[src/rtl/sdram_port_arbiter.sv]
// -----------------------------------------------------------------------------
// sdram_port_arbiter
//
// Shares one SDRAM controller Avalon-MM slave port between two masters:
//   M0 - MIPI capture frame writer (write-only, real-time, high priority)
//   M1 - FT232H readout reader     (read-only, bulk)
// Whole bursts are granted. M1 starvation is bounded by STARVE_LIMIT. The
// number of read words issued but not yet returned is capped at MAX_PENDING
// so that M1's return buffer cannot overflow.
//
// Ports:
//   clk, reset                 system clock, asynchronous active-high reset
//   m0_*                       capture write master (address/write/writedata/
//                              burstcount in, waitrequest out)
//   m1_*                       readout read master (address/read/burstcount in,
//                              waitrequest/readdata/readdatavalid out)
//   s_*                        SDRAM controller slave port
//   grant                      one-hot owner: bit0 = M0, bit1 = M1
//
// Optional build macro ARB_STATS_EN adds:
//   stat_clear                 synchronous clear of both counters
//   stat_wr_bursts             completed write bursts (saturating)
//   stat_rd_bursts             accepted read commands (saturating)
// -----------------------------------------------------------------------------
module sdram_port_arbiter #(
  parameter int ADDR_W       = 26,
  parameter int DATA_W       = 16,
  parameter int BURST_W      = 4,
  parameter int STARVE_LIMIT = 4,
  parameter int MAX_PENDING  = 8
) (
  input  logic               clk,
  input  logic               reset,
  input  logic [ADDR_W-1:0]  m0_address,
  input  logic               m0_write,
  input  logic [DATA_W-1:0]  m0_writedata,
  input  logic [BURST_W-1:0] m0_burstcount,
  output logic               m0_waitrequest,
  input  logic [ADDR_W-1:0]  m1_address,
  input  logic               m1_read,
  input  logic [BURST_W-1:0] m1_burstcount,
  output logic               m1_waitrequest,
  output logic [DATA_W-1:0]  m1_readdata,
  output logic               m1_readdatavalid,
  output logic [ADDR_W-1:0]  s_address,
  output logic               s_write,
  output logic               s_read,
  output logic [DATA_W-1:0]  s_writedata,
  output logic [BURST_W-1:0] s_burstcount,
  input  logic               s_waitrequest,
  input  logic [DATA_W-1:0]  s_readdata,
  input  logic               s_readdatavalid,
  output logic [1:0]         grant
`ifdef ARB_STATS_EN
  ,
  input  logic               stat_clear,
  output logic [31:0]        stat_wr_bursts,
  output logic [31:0]        stat_rd_bursts
`endif
);

  localparam int PEND_W   = $clog2(MAX_PENDING + 1);
  localparam int STARVE_W = $clog2(STARVE_LIMIT + 1);
  localparam int SUM_W    = ((PEND_W > BURST_W) ? PEND_W : BURST_W) + 1;

  typedef enum logic [1:0] {
    IDLE     = 2'd0,
    WR_BURST = 2'd1,
    RD_CMD   = 2'd2
  } state_t;

  state_t              state;
  logic [PEND_W-1:0]   pending;
  logic [STARVE_W-1:0] starve_cnt;
  logic [BURST_W-1:0]  beats_left;

  logic [BURST_W-1:0]  m0_bc_eff;
  logic [BURST_W-1:0]  m1_bc_eff;
  logic [SUM_W-1:0]    pend_after_cmd;
  logic [SUM_W-1:0]    pend_next;
  logic                m0_eligible;
  logic                m1_eligible;
  logic                m1_wins;
  logic                first_beat;
  logic                wr_beat;
  logic                wr_last;
  logic                rd_accept;

  // A burstcount of 0 is handled as a single-beat burst everywhere.
  assign m0_bc_eff = (m0_burstcount == '0) ? BURST_W'(1) : m0_burstcount;
  assign m1_bc_eff = (m1_burstcount == '0) ? BURST_W'(1) : m1_burstcount;

  assign m0_eligible = m0_write;
  assign m1_eligible = m1_read &&
                       ((SUM_W'(pending) + SUM_W'(m1_bc_eff)) <= SUM_W'(MAX_PENDING));
  assign m1_wins     = m1_eligible &&
                       (!m0_eligible || (starve_cnt == STARVE_W'(STARVE_LIMIT)));

  // Slave-side mux follows the registered grant; idle port drives zeros.
  // NOTE: every always_comb output gets a default first so no latch is inferred.
  always_comb begin
    s_address      = '0;
    s_writedata    = '0;
    s_burstcount   = '0;
    s_write        = 1'b0;
    s_read         = 1'b0;
    m0_waitrequest = 1'b1;
    m1_waitrequest = 1'b1;
    if (grant[0]) begin
      s_address      = m0_address;
      s_writedata    = m0_writedata;
      s_burstcount   = m0_bc_eff;
      s_write        = m0_write;
      m0_waitrequest = s_waitrequest;
    end else if (grant[1]) begin
      s_address      = m1_address;
      s_burstcount   = m1_bc_eff;
      s_read         = m1_read;
      m1_waitrequest = s_waitrequest;
    end
  end

  // Read return is passed straight through regardless of ownership.
  assign m1_readdata      = s_readdata;
  assign m1_readdatavalid = s_readdatavalid;

  assign wr_beat   = s_write && !s_waitrequest;
  assign rd_accept = s_read  && !s_waitrequest;

  // beats_left holds the beats still owed after the current one; zero means
  // no beat of this burst has been accepted yet. The burst ends on the beat
  // that would take the remaining count to zero.
  assign first_beat = (beats_left == '0);
  assign wr_last    = wr_beat && (first_beat ? (m0_bc_eff == BURST_W'(1))
                                             : (beats_left == BURST_W'(1)));

  // Net pending update: command words in, one returned word out. A return
  // with nothing outstanding is ignored; the result is clamped for safety.
  always_comb begin
    pend_after_cmd = SUM_W'(pending) + (rd_accept ? SUM_W'(m1_bc_eff) : '0);
    pend_next      = pend_after_cmd;
    if (s_readdatavalid && (pend_after_cmd != '0))
      pend_next = pend_after_cmd - SUM_W'(1);
    if (pend_next > SUM_W'(MAX_PENDING))
      pend_next = SUM_W'(MAX_PENDING);
  end

  // NOTE: sequential state uses non-blocking assignments only, so every
  // register samples the pre-edge values of the others.
  always_ff @(posedge clk or posedge reset) begin
    if (reset) begin
      state      <= IDLE;
      grant      <= 2'b00;
      starve_cnt <= '0;
      beats_left <= '0;
    end else begin
      case (state)
        IDLE: begin
          if (m1_wins) begin
            state      <= RD_CMD;
            grant      <= 2'b10;
            starve_cnt <= '0;
          end else if (m0_eligible) begin
            state <= WR_BURST;
            grant <= 2'b01;
            if (m1_eligible && (starve_cnt != STARVE_W'(STARVE_LIMIT)))
              starve_cnt <= starve_cnt + STARVE_W'(1);
          end
        end
        WR_BURST: begin
          if (wr_last) begin
            state      <= IDLE;
            grant      <= 2'b00;
            beats_left <= '0;
          end else if (wr_beat) begin
            beats_left <= first_beat ? (m0_bc_eff - BURST_W'(1))
                                     : (beats_left - BURST_W'(1));
          end
        end
        RD_CMD: begin
          if (rd_accept) begin
            state <= IDLE;
            grant <= 2'b00;
          end
        end
        default: begin
          state <= IDLE;
          grant <= 2'b00;
        end
      endcase
    end
  end

  always_ff @(posedge clk or posedge reset) begin
    if (reset) pending <= '0;
    else       pending <= PEND_W'(pend_next);
  end

`ifdef ARB_STATS_EN
  always_ff @(posedge clk or posedge reset) begin
    if (reset) begin
      stat_wr_bursts <= '0;
      stat_rd_bursts <= '0;
    end else if (stat_clear) begin
      stat_wr_bursts <= '0;
      stat_rd_bursts <= '0;
    end else begin
      if (wr_last && (stat_wr_bursts != 32'hFFFF_FFFF))
        stat_wr_bursts <= stat_wr_bursts + 32'd1;
      if (rd_accept && (stat_rd_bursts != 32'hFFFF_FFFF))
        stat_rd_bursts <= stat_rd_bursts + 32'd1;
    end
  end
`endif

endmodule

[config.mk]
export PLATFORM = sky130hd
export DESIGN_NAME = sdram_port_arbiter
export DESIGN_NICKNAME = d
export VERILOG_FILES = /design/src/rtl/sdram_port_arbiter.sv
export SDC_FILE = /design/constraint.sdc
export NUM_CORES = 1
export LEC_CHECK = 0
export ABC_AREA = 1
export CORE_ASPECT_RATIO = 1.2
export CORE_UTILIZATION = 35
export DETAILED_ROUTE_END_ITERATION = 10
export PLACE_DENSITY_LB_ADDON = 0.08
export SYNTH_ARGS = -nofsm -noshare
export SYNTH_HDL_FRONTEND = slang
export SYNTH_SLANG_ARGS = --single-unit
export TNS_END_PERCENT = 100
[constraint.sdc]
create_clock -name clk -period 7.1 [get_ports clk]
set_clock_uncertainty 0.15 [all_clocks]
set_input_delay 0.71 -clock clk [delete_from_list [all_inputs] [get_ports clk]]
set_output_delay 0.71 -clock clk [all_outputs]
set_load 0.1 [all_outputs]
[After elaboration in Yosys (flattened, before gate mapping)]
Index checks and enable logic that the tools add are counted.
Operators by class
  multiplexer cells: 28
  shift-type cells: 0
  magnitude comparators: 2
  reductions and logical operators: 21
  div/mod/pow operators: 0
  equality and inequality tests: 9
  multiply operators: 0
  bitwise gates (word level): 0
  $add $sub $neg: 6
Operators with widths (number)
  26-bit 2-to-1 mux: 2
  4-bit 2-to-1 mux: 9
  16-bit 2-to-1 mux: 1
  4-bit logical NOT: 3
  4-bit by 4-bit adder with 5-bit output: 2
  3-bit 2-to-1 mux: 3
  4-bit by 1-bit == test with 1-bit output, second input constant: 2
  2-bit 2-to-1 mux: 4
  4-bit by 1-bit subtractor with 4-bit output, second input constant: 2
  1-bit logical AND: 7
  1-bit 2-to-1 mux: 7
  3-bit inequality test, second input constant: 2
  2-bit case mux with 3 select lines: 1
  3-bit AND reduction: 2
  2-bit nonzero test: 3
  5-bit by 4-bit > comparator with 1-bit output, second input constant: 1
  5-bit by 4-bit <= comparator with 1-bit output, second input constant: 1
  5-bit 2-to-1 mux: 1
  5-bit nonzero test: 1
  5-bit by 1-bit subtractor with 5-bit output, second input constant: 1
  2-bit inequality test, second input constant: 2
  3-bit by 1-bit adder with 3-bit output, second input constant: 1
  3-bit == test, second input constant: 1
  2-bit by 1-bit == test with 1-bit output, second input constant: 1
  5 further kinds: 6
Word-level totals
  latch bits: 0
  word-level logic and storage cells: 70
  memory bits (writable): 0
  bits in registers: 13
  input port bits: 98
  memory bits (read-only): 0
  memories kept: 0
  output and inout port bits: 69

[Logic depth before layout (Yosys ltp)]
  word-level depth: 10
  mapped depth: 23
  mapped depth without buffers: 23

[Worst setup path after synthesis]
Ideal clock, no wire load.
  path kind: reg2reg
  start point: register, netlist name state[1]
  end point: register pending[1]
  buffers on the path: 0
  path slack: 2973 ps
  data arrival time: 3863 ps
  library setup time: 113 ps
  clock period less this slack: 4127 ps
  cell stages (with the launch flop): 22
  data required time: 6837 ps
  cells stage by stage: dfrtp_1 inv_1 nor2_1 nand2_1 nor2_1 inv_1 nor2_1 ha_1 inv_1 fa_1 ha_1 nand2_4 nor2_4 nand2_4 nand2_4 inv_2 nand2_1 nand2_2 inv_2 nand2_1 nand2_1 nor2_2
RTL lines
  end signal, assigned: RTL line 196  | else pending <= PEND_W'(pend_next);
  end, declared: RTL line 73  | logic [PEND_W-1:0] pending;

==> metrics.cfg <==
[worst_hold_path]
hold_depth=2
hp-start=starve_cnt[1]
min_to=starve_cnt[1]
min_path_type=reg2reg

[worst_setup_path]
timing.rr.start=state[1]
cp_max_fo=29
start_kind=flip-flop
cp.arrival_ns=3.23
cp-end-kind=primary output
crit_type=reg2out
regToRegSetupSlack_ns=3.30
required_ns=6.24
reg2regPathDepth=21
r2r_end=pending[1]

[synth]
avgSynthCellArea_um2=6.70
yosysWarnings=0
synth_top_area_cell=dfrtp_1
synth_cells=284
ys.flop_type=dfrtp_1
synth_edf_count=0
async_reset_ff_share_pct=100
ys_seq_area_share_pct=17.1
netlist_area_um2=1900
synth_top_area_share_pct=17.1
yosys-top-cells-area=dfrtp_1 (17%), a22o_1 (12%), inv_1 (12%)
ys_seq_elements=13
synth_nets=400
synth_most_common_cell=inv_1
synthTopCellsByCount=inv_1 (60), nand2_1 (52), a22o_1 (26), buf_4 (17)
yosys.cell_types.count=33

[power]
swShare_pct=66.3
total_power_mw=1.47
power.switching_uw=973
p_per_area_nw_per_um2=458
combPwrFrac_pct=86.5
power_leakage_nw=1.60
p_seq_share_pct=9.2
pwr-share-clk_pct=4.4
internal-power_uw=496
peakVddDrop_mv=0.272

[timing]
setup_violations=0
totalNegativeSetupSlack_ns=0
rsz0062_at_grt=false
fin_crit_ns=4.09
drv_slew=0
hold_viol=0
timing.final.ws_setup_ns=3.01
relSlewSlack_pct=25.9
holdWs_ns=0.384
tightest_slew_ns=1.11
min_period_over_period_pct=57.6
fmax_mhz=244

[clock_tree]
cts_root_buf=clkbuf_8
clock_sinks=13
cts-resized-gates=0
cts.htree.levels=1
numCtsBuffers=3
clock_latency_ns=0.24
cts_setup_buffers=0
cts_tree=done
clockBufferDepth=2
path_clk_slew_ns=0.05
hold_buffers=0

[finish]
syn_to_final_growth_pct=68.7
finalInstanceArea_um2=3210
multiInputGateArea_um2=1170
regArea_um2=325
fillerInstances=521
instances_no_fill=458
utilization_pct=61.0
fin_nets=513
drive_above_1_share_pct=5.56
diodes=0

[run]
cap_violations=0

[place]
port_buffers=134
dp_cells=454
placed_cell_area_um2=3160
dp_hpwl_um=5400
place.gp.congestion=0.886
dp_slack_ns=3.24

[global_routing]
gr-total-overflow=0
grt_pass1_vias=1961
grt_pass1_wl_um=9200
antenna_found_initial=0
grt_max_degree=49
grt_use_total_pct=20.6

[floorplanning]
die_w_um=69.3
num_io_pins=167
coreArea_um2=5260
start_util_pct=36.1
dieArea_um2=5730
die_y_um=82.8
rows=29

[drt]
drc_errors=0
avgRoutedWirePerCell_um=13.8
ant_nets=0
first_iter_violations=99
dr.pass1.iters=6
dr_total_vias=2136
wl_um=6330
viasPerCell=4.66

[status]
status=completed

-- cells by family (layout without fill, tap and decap cells) --
logic type	after synthesis	count (layout)	share of synthesized area (%)
simple gates	100	100	24.4
flops	13	13	17.1
xor+xnor	5	5	2.30
compound gates	58	58	22.3
buf+inv	90	202	21.3
fa+ha+maj	18	18	12.6
-- cell usage in the layout (no fill, tap or decap), types with 2 or more instances in the layout --
cell type and count:
clkdlybuf4s50_1 134, inv_1 60, nand2_1 52, a22o_1 26, nand3_1 16, ha_1 16, nor2_1 15, dfrtp_1 13
o21ai_0 11, a21oi_1 5, o22ai_1 5, nand2_2 4, nand2_4 4, xor2_1 3, nor2_2 3, inv_2 3
clkbuf_8 3, nand4_1 2, o211ai_1 2, a31oi_1 2, o21a_1 2, o21ai_2 2, xnor2_1 2, fa_1 2
-- area by class of cell --
type	count	share of cell area, %
clock buffers	4	1.40
inverters	63	7.37
multi-input cells	181	36.6
flip-flops and latches	13	10.1
well taps	62	2.42
repair buffers	135	42.0
-- power by group through the flow --
stage	clock [mW]	combinational (mW)	sequential (mW)
after global routing	0.0725	1.35	0.138
after detailed placement	0	1.27	0.135
after floorplan	0	1.01	0.156
after CTS	0.0682	1.28	0.134
final	0.0645	1.27	0.134
after global placement	0	1.26	0.133
-- metal layers --
| metal | share of wire (%) | vias to the layer above | GRT usage (%) |
|---|---|---|---|
| li1 | - | 1124 | - |
| met1 | 40 | 933 | 23.0 |
| met2 | 54 | 75 | 40.2 |
| met3 | 4.6 | 4 | 3.28 |
| met4 | 0.84 | 0 | 6.33 |
| met5 | 0 | - | 0 |
-- worst max path at each step --
stage              from  cells after the start  slack [ns]              end
6_report       state[1]                      5        3.01  s_burstcount[0]
5_1_grt        state[1]                      5        2.80  s_burstcount[0]
4_1_cts        state[1]                      5        2.95  s_burstcount[0]
3_5_place_dp   state[1]                      5        3.24  s_burstcount[0]
3_3_place_gp   state[1]                      5        3.28  s_burstcount[0]
2_1_floorplan  state[1]                     21        2.97       pending[1]
-- critical path: stages (launching register included) --
cell and delay, ns:
dfrtp_1 0.37, inv_1 0.08, nor2_2 0.84, inv_1 0.29, o22ai_1 0.25, clkdlybuf4s50_1 1.17
-- registers in the layout, indices dropped and copies added, names as in the netlist --
signal      flops
starve_cnt      3
state           2
beats_left      4
pending         4
Note: power is estimated with default switching activity, not from simulation.
